==> src/rtl/acsi_pkg.sv <==
// Shared types and constants for the ACSI sector transfer sequencer.
package acsi_pkg;

  typedef enum logic [2:0] {
    IDLE      = 3'd0,
    DMA_FILL  = 3'd1,
    SD_REQ    = 3'd2,
    SD_WAIT   = 3'd3,
    DMA_DRAIN = 3'd4,
    ADVANCE   = 3'd5,
    WAIT_NEXT = 3'd6
  } seq_state_t;

  localparam int unsigned SECTOR_BYTES = 512;

  localparam logic DIR_RD = 1'b0;
  localparam logic DIR_WR = 1'b1;

  // Map the latched target index onto the per-target strobe bus.
  function automatic logic [1:0] tgt_onehot(input logic tgt);
    if (tgt) begin
      return 2'b10;
    end else begin
      return 2'b01;
    end
  endfunction

endpackage

==> src/rtl/acsi_sector_seq_watchdog.sv <==
// Per-phase watchdog: counts while active, restarts on every phase change,
// flags expiry on the cycle whose increment would reach TIMEOUT_CYCLES.
module acsi_seq_watchdog #(
  parameter logic [23:0] TIMEOUT_CYCLES = 24'd8000000
) (
  input  logic clk,
  input  logic reset,
  input  logic active,
  input  logic clear,
  output logic expired
);

  logic [23:0] cnt_q;
  logic [23:0] cnt_d;

  // Next count: restart on phase change or when idle, otherwise increment.
  always_comb begin
    if (clear || !active) begin
      cnt_d = 24'd0;
    end else begin
      cnt_d = cnt_q + 24'd1;
    end
  end

  assign expired = active && (cnt_q == (TIMEOUT_CYCLES - 24'd1));

  // Counter register.
  always_ff @(posedge clk) begin
    if (reset) begin
      cnt_q <= 24'd0;
    end else begin
      cnt_q <= cnt_d;
    end
  end

endmodule

==> src/rtl/acsi_sector_seq.sv <==
// Sector transfer sequencer between the ACSI command block, the SD controller
// and the DMA FIFO. Define ACSI_SEQ_TIMEOUT_EN to add a per-phase watchdog.
module acsi_sector_seq
  import acsi_pkg::*;
#(
  parameter logic [23:0] TIMEOUT_CYCLES = 24'd8000000
) (
  input  logic        clk,
  input  logic        reset,
  input  logic [1:0]  data_rd_req,
  input  logic [1:0]  data_wr_req,
  input  logic [31:0] data_lba,
  input  logic [15:0] data_length,
  output logic        data_busy,
  output logic        data_done,
  output logic        data_next,
  output logic        dma_done,
  output logic        xfer_err,
  output logic [1:0]  sd_rd,
  output logic [1:0]  sd_wr,
  output logic [31:0] sd_lba,
  input  logic        sd_busy,
  input  logic        sd_done,
  input  logic        dma_sec_done,
  input  logic        dma_scnt_zero
);

  seq_state_t  state_q, state_d;
  logic        target_q, target_d;
  logic        dir_q, dir_d;
  logic [31:0] sd_lba_q, sd_lba_d;
  logic [15:0] remaining_q, remaining_d;

  logic [1:0]  sd_rd_q, sd_rd_d;
  logic [1:0]  sd_wr_q, sd_wr_d;
  logic        data_busy_q, data_busy_d;
  logic        data_done_q, data_done_d;
  logic        data_next_q, data_next_d;
  logic        dma_done_q, dma_done_d;
  logic        xfer_err_q, xfer_err_d;

  logic        new_cmd_s;
  logic        zero_len_s;
  logic        req_match_s;
  logic        expire_s;

`ifdef ACSI_SEQ_TIMEOUT_EN
  logic wd_active_s;
  logic wd_clear_s;

  assign wd_active_s = (state_q == DMA_FILL) || (state_q == SD_REQ) || (state_q == SD_WAIT) ||
                       (state_q == DMA_DRAIN) || (state_q == WAIT_NEXT);
  assign wd_clear_s  = (state_d != state_q);

  acsi_seq_watchdog #(
    .TIMEOUT_CYCLES(TIMEOUT_CYCLES)
  ) u_watchdog (
    .clk     (clk),
    .reset   (reset),
    .active  (wd_active_s),
    .clear   (wd_clear_s),
    .expired (expire_s)
  );
`else
  logic unused_timeout_s;

  assign unused_timeout_s = ^TIMEOUT_CYCLES;
  assign expire_s         = 1'b0;
`endif

  // Continuation requests must come from the same target and direction.
  assign req_match_s = (dir_q == DIR_RD) ? data_rd_req[target_q] : data_wr_req[target_q];

  // State and output registers.
  always_ff @(posedge clk) begin
    if (reset) begin
      state_q     <= IDLE;
      target_q    <= 1'b0;
      dir_q       <= DIR_RD;
      sd_lba_q    <= 32'd0;
      remaining_q <= 16'd0;
      sd_rd_q     <= 2'b00;
      sd_wr_q     <= 2'b00;
      data_busy_q <= 1'b0;
      data_done_q <= 1'b0;
      data_next_q <= 1'b0;
      dma_done_q  <= 1'b0;
      xfer_err_q  <= 1'b0;
    end else begin
      state_q     <= state_d;
      target_q    <= target_d;
      dir_q       <= dir_d;
      sd_lba_q    <= sd_lba_d;
      remaining_q <= remaining_d;
      sd_rd_q     <= sd_rd_d;
      sd_wr_q     <= sd_wr_d;
      data_busy_q <= data_busy_d;
      data_done_q <= data_done_d;
      data_next_q <= data_next_d;
      dma_done_q  <= dma_done_d;
      xfer_err_q  <= xfer_err_d;
    end
  end

  // Next-state logic and command context capture.
  always_comb begin
    state_d     = state_q;
    target_d    = target_q;
    dir_d       = dir_q;
    sd_lba_d    = sd_lba_q;
    remaining_d = remaining_q;
    new_cmd_s   = 1'b0;
    zero_len_s  = 1'b0;
    if (expire_s) begin
      state_d = IDLE;
    end else begin
      case (state_q)
        IDLE: begin
          if ((|data_rd_req) || (|data_wr_req)) begin
            new_cmd_s   = 1'b1;
            sd_lba_d    = data_lba;
            remaining_d = data_length;
            if (|data_rd_req) begin
              dir_d    = DIR_RD;
              target_d = ~data_rd_req[0];
            end else begin
              dir_d    = DIR_WR;
              target_d = ~data_wr_req[0];
            end
            if (data_length == 16'd0) begin
              zero_len_s = 1'b1;
              state_d    = IDLE;
            end else if (dir_d == DIR_WR) begin
              state_d = DMA_FILL;
            end else begin
              state_d = SD_REQ;
            end
          end else begin
            state_d = IDLE;
          end
        end
        DMA_FILL: begin
          if (dma_sec_done) begin
            state_d = SD_REQ;
          end else begin
            state_d = DMA_FILL;
          end
        end
        SD_REQ: begin
          if (sd_busy) begin
            state_d = SD_WAIT;
          end else begin
            state_d = SD_REQ;
          end
        end
        SD_WAIT: begin
          if (!sd_done) begin
            state_d = SD_WAIT;
          end else if (dir_q == DIR_RD) begin
            state_d = DMA_DRAIN;
          end else begin
            state_d = ADVANCE;
          end
        end
        DMA_DRAIN: begin
          if (dma_sec_done) begin
            state_d = ADVANCE;
          end else begin
            state_d = DMA_DRAIN;
          end
        end
        ADVANCE: begin
          remaining_d = remaining_q - 16'd1;
          if ((remaining_q == 16'd1) || dma_scnt_zero) begin
            state_d = IDLE;
          end else begin
            state_d = WAIT_NEXT;
          end
        end
        WAIT_NEXT: begin
          if (!req_match_s) begin
            state_d = WAIT_NEXT;
          end else begin
            sd_lba_d = data_lba;
            if (dir_q == DIR_WR) begin
              state_d = DMA_FILL;
            end else begin
              state_d = SD_REQ;
            end
          end
        end
        default: begin
          state_d = IDLE;
        end
      endcase
    end
  end

  // Output logic: strobes follow the next state, pulses mark transitions.
  always_comb begin
    sd_rd_d     = 2'b00;
    sd_wr_d     = 2'b00;
    data_busy_d = 1'b0;
    data_done_d = 1'b0;
    data_next_d = 1'b0;
    dma_done_d  = 1'b0;
    xfer_err_d  = xfer_err_q;
    if ((state_d == SD_REQ) && (dir_d == DIR_RD)) begin
      sd_rd_d = tgt_onehot(target_d);
    end else if (state_d == SD_REQ) begin
      sd_wr_d = tgt_onehot(target_d);
    end else begin
      sd_rd_d = 2'b00;
      sd_wr_d = 2'b00;
    end
    data_busy_d = (state_q == SD_REQ) && (state_d == SD_WAIT);
    data_done_d = (state_q == SD_WAIT) && ((state_d == DMA_DRAIN) || (state_d == ADVANCE));
    data_next_d = (state_q == ADVANCE) && (state_d == WAIT_NEXT);
    dma_done_d  = zero_len_s || expire_s || ((state_q == ADVANCE) && (state_d == IDLE));
    if (expire_s) begin
      xfer_err_d = 1'b1;
    end else if (new_cmd_s) begin
      xfer_err_d = 1'b0;
    end else begin
      xfer_err_d = xfer_err_q;
    end
  end

  assign sd_rd     = sd_rd_q;
  assign sd_wr     = sd_wr_q;
  assign sd_lba    = sd_lba_q;
  assign data_busy = data_busy_q;
  assign data_done = data_done_q;
  assign data_next = data_next_q;
  assign dma_done  = dma_done_q;
  assign xfer_err  = xfer_err_q;

endmodule

==> config.mk <==
export PLATFORM = sky130hd
export DESIGN_NAME = acsi_sector_seq
export DESIGN_NICKNAME = d
export VERILOG_FILES = /design/src/rtl/acsi_pkg.sv /design/src/rtl/acsi_sector_seq_watchdog.sv /design/src/rtl/acsi_sector_seq.sv
export SDC_FILE = /design/constraint.sdc
export NUM_CORES = 1
export LEC_CHECK = 0
export CORE_ASPECT_RATIO = 0.7
export CORE_UTILIZATION = 44
export CTS_BUF_LIST = sky130_fd_sc_hd__clkbuf_4 sky130_fd_sc_hd__clkbuf_8 sky130_fd_sc_hd__clkbuf_16
export DETAILED_ROUTE_END_ITERATION = 10
export GPL_TIMING_DRIVEN = 0
export PLACE_DENSITY_LB_ADDON = 0.1
export SYNTH_ARGS = -nofsm -noshare
export SYNTH_HDL_FRONTEND = slang
export SYNTH_HIERARCHICAL = 1
export SYNTH_SLANG_ARGS = --single-unit
==> constraint.sdc <==
create_clock -name clk -period 2.6 [get_ports clk]
set_input_delay 0.78 -clock clk [delete_from_list [all_inputs] [get_ports clk]]
set_output_delay 0.78 -clock clk [all_outputs]
set_load 0.01 [all_outputs]
==> impl_results.md <==
* Area after DPL at 0.00379 mm²
* Root buffer cell: clkbuf_8
* CP max FO at 10
* Fill cell count at 481
* Final-report setup violation count at 0
* Die height at 67.8 µm
* Worst setup margin at 0.170 ns
* Layout cells sized above 1 at 8.13%
* # IOs at 99
* Vias per cell at 5.40
* TritonCTS clock tree: done
* Worst r2r path cells at 7
* GRT Resource Usage Total at 22.7%
* Fin. Hold Viols at 0
* DR pass1 iterations at 6
* Slowest cell on the critical path: clkdlybuf4s50_1
* CTS H-tree depth at 3
* Die X at 96.0 µm
* Crit path DAT at 2.68 ns
* Final worst-path cycle share at 93.4%
* Clk sinks at 61
* Hold-fix buffers at CTS at 0
* Final Skew at 0.00551 ns
* Number of DRC markers in iteration 0 at 127
* Reg-to-reg setup timing slack at 0.23 ns
* WP data required at 2.85 ns
* Slew @ Worst Pin at 0.532 ns
* Starting Density at 46.6%
* DRC viols at 0
* Routed vias at 2596
* Largest net degree at the start of global routing at 11
* Pre-CTS WS at -0.455 ns
* Initial antenna violation count at 0
* Yosys top cell area share at 44.8%
* Total wire length at 7170 µm
* Crit path kind: in2reg
* GP Congestion at 0.833
* Core area at 0.00584 mm²
* Top area cells in the synthesized netlist: dfxtp_1 (45%), mux2i_1 (12%), nor2_1 (8.4%)
* Seq/Total Area, Yosys at 44.8%
* Syn Nets at 354
* Hold Slack at 0.477 ns
* End point of the worst hold path: remaining_q[11]$_SDFFE_PP0P_
* Leak Pwr at 1.55 nW
* Bufs on Longest Clock Path at 2
* Top post-synthesis cells by count: dfxtp_1 (61), nor2_1 (61), mux2i_1 (34)
* Cell variety after synth at 52
* CP max stage delay at 0.56 ns
* R2R Path End: remaining_q[13]$_SDFFE_PP0P_
* Hold WC Path Type: reg2reg
* Final Cell Area at 0.00399 mm²
* Grt total ovfl at 0
* Wirelength per Cell at 14.9 µm
* Total CTS buffers at 9
* Top_reg_cell synth: dfxtp_1
* Worst setup SP type: input port
* Mean Syn Cell Area at 9.26 µm²
* Ant. Diodes at 0
* Synth area leader: dfxtp_1
* Worst Hold Depth at 2
* Pwr Density at 704 mW/mm²
* Fmax at 412 MHz
* HPWL after DPL at 5270 µm
* Final net count at 462
* Synth Instances at 294
* IO Port Bufs at 97
* Slew Limit Fails at 0
* Vias in the first global route at 2319
* P&R area growth vs syn at 46.5%
* HP Start: remaining_q[11]$_SDFFE_PP0P_
* Clock Latency Late Sink at 0.33 ns
* CP Cell Sequence: clkdlybuf4s50_1 -> nor2_1 -> a21oi_2 -> clkbuf_1 -> a22oi_1 -> a21oi_1
* Layout Cells excl Fill at 481
* RSZ-0062 raised after global routing: no
* Fraction of registers with async set/reset at 0%
* First-pass GRT wire length at 11000 µm
* CTS clk-pin slew, worst paths at 0.06 ns
* Cell count after placement at 466
* Peak supply drop at 0.390 mV
* Die area at 0.00651 mm²
* Max-cap viol count at 0
* Yosys reg bits at 61
* Critical R2R Launch: state_q[1]$_SDFF_PP0_
* EDFF count, synth at 0
* Mapped cell area at 0.00272 mm²
* Outcome: finished, final reports clean
* Row count at 23
* CP Capture Type: register
* Fin crit period at 2.43 ns
* Synth warn at 6
* Slew HR at 64.5%
* Routed Antenna Nets at 0
-- area by class of cell --
type	instances	area, µm²	share of cell area (%)
well taps	75	93.8	2.35
clock buffers	10	131	3.29
flip-flops and latches	61	1220	30.6
plain buffers	17	81.3	2.04
repair buffers	97	971	24.3
multi-input cells	209	1410	35.4
clock inverters	5	52.6	1.32
inverters	7	26.3	0.659
-- placed cells by master, fill, tap and decap left out, drive strengths merged, types with 3 or more instances in the layout --
master	count
clkdlybuf4s50	97
nor2	61
dfxtp	61
mux2i	34
clkbuf	21
a21oi	13
nor4	12
nand2	9
nand3	9
inv	7
nor3	6
buf	6
or3	4
nor4b	4
a31oi	4
a22oi	3
nor3b	3
nor2b	3
or2	3
a211oi	3
clkinv	3
or4	3
-- how the worst max path moves through the flow --
stage | start | cells after the start | end
3_3_place_gp | data_rd_req[1] | 7 | sd_lba[25]$_SDFFE_PP0P_
6_report | data_wr_req[1] | 6 | remaining_q[13]$_SDFFE_PP0P_
5_1_grt | data_length[3] | 6 | sd_rd[0]$_SDFF_PP0_
2_1_floorplan | data_rd_req[1] | 6 | sd_lba[25]$_SDFFE_PP0P_
4_1_cts | data_rd_req[1] | 7 | sd_lba[27]$_SDFFE_PP0P_
3_5_place_dp | data_rd_req[1] | 7 | sd_lba[27]$_SDFFE_PP0P_
-- through the flow --
stage / total power (W) / TNS (ns) / util (%)
after global routing: 0.00296 / 0 / 68.3
after CTS: 0.00282 / 0 / 68.1
after floorplan: 0.00166 / 0 / -
after detailed placement: 0.00201 / -11.64 / 64.9
after global placement: 0.00199 / -11.90 / 64.9
final: 0.00281 / 0 / 68.3
-- flip-flops by register name, summed over array words and instances (netlist names) --
name	count
remaining_q	16
data_next	1
sd_wr	2
data_done	1
sd_lba	32
dma_done	1
target_q	1
data_busy	1
dir_q	1
state_q	3
sd_rd	2
-- kinds of logic after synthesis --
kind of cell | synth area share [%]
DFF | 44.8
xor gates and xnor gates | 0.322
buffers and inverters | 3.86
other | 0.138
AOI/OAI and AO/OA | 12.0
and+or+nand+nor | 25.0
adders and majority gates | 0.919
muxes | 12.9
-- report_power, final --
part	total [W]	leakage [nW]	switching, W	internal, W
logic	0.000867	0.952	0.000422	0.000445
clock network	0.000797	0.0953	0.000354	0.000443
registers	0.00115	0.503	0.0000900	0.00106
total	0.00281	1.55	0.000866	0.00194
-- what timing repair did --
action,4_1_cts,5_1_grt
hold endpoints to repair,0,0
setup endpoints to repair,12,10
resized for setup,1,2
buffers inserted,0,0
-- routing by layer --
metal | routed length (µm) | global-route usage [%] | vias up | share of wire [%]
li1 | - | - | 1278 | -
met5 | 0 | 0 | - | 0
met4 | 77 | 8.40 | 0 | 1.1
met2 | 3200 | 34.0 | 123 | 45
met3 | 689 | 8.44 | 13 | 9.6
met1 | 3200 | 29.7 | 1182 | 45
-- worst max-delay path: cells and delay by family --
family	cells	cell delay [ns]
compound gates	3	0.76
buf+inv	2	1.03
simple gates	1	0.11
No activity file was read; power rests on OpenSTA's default activity.
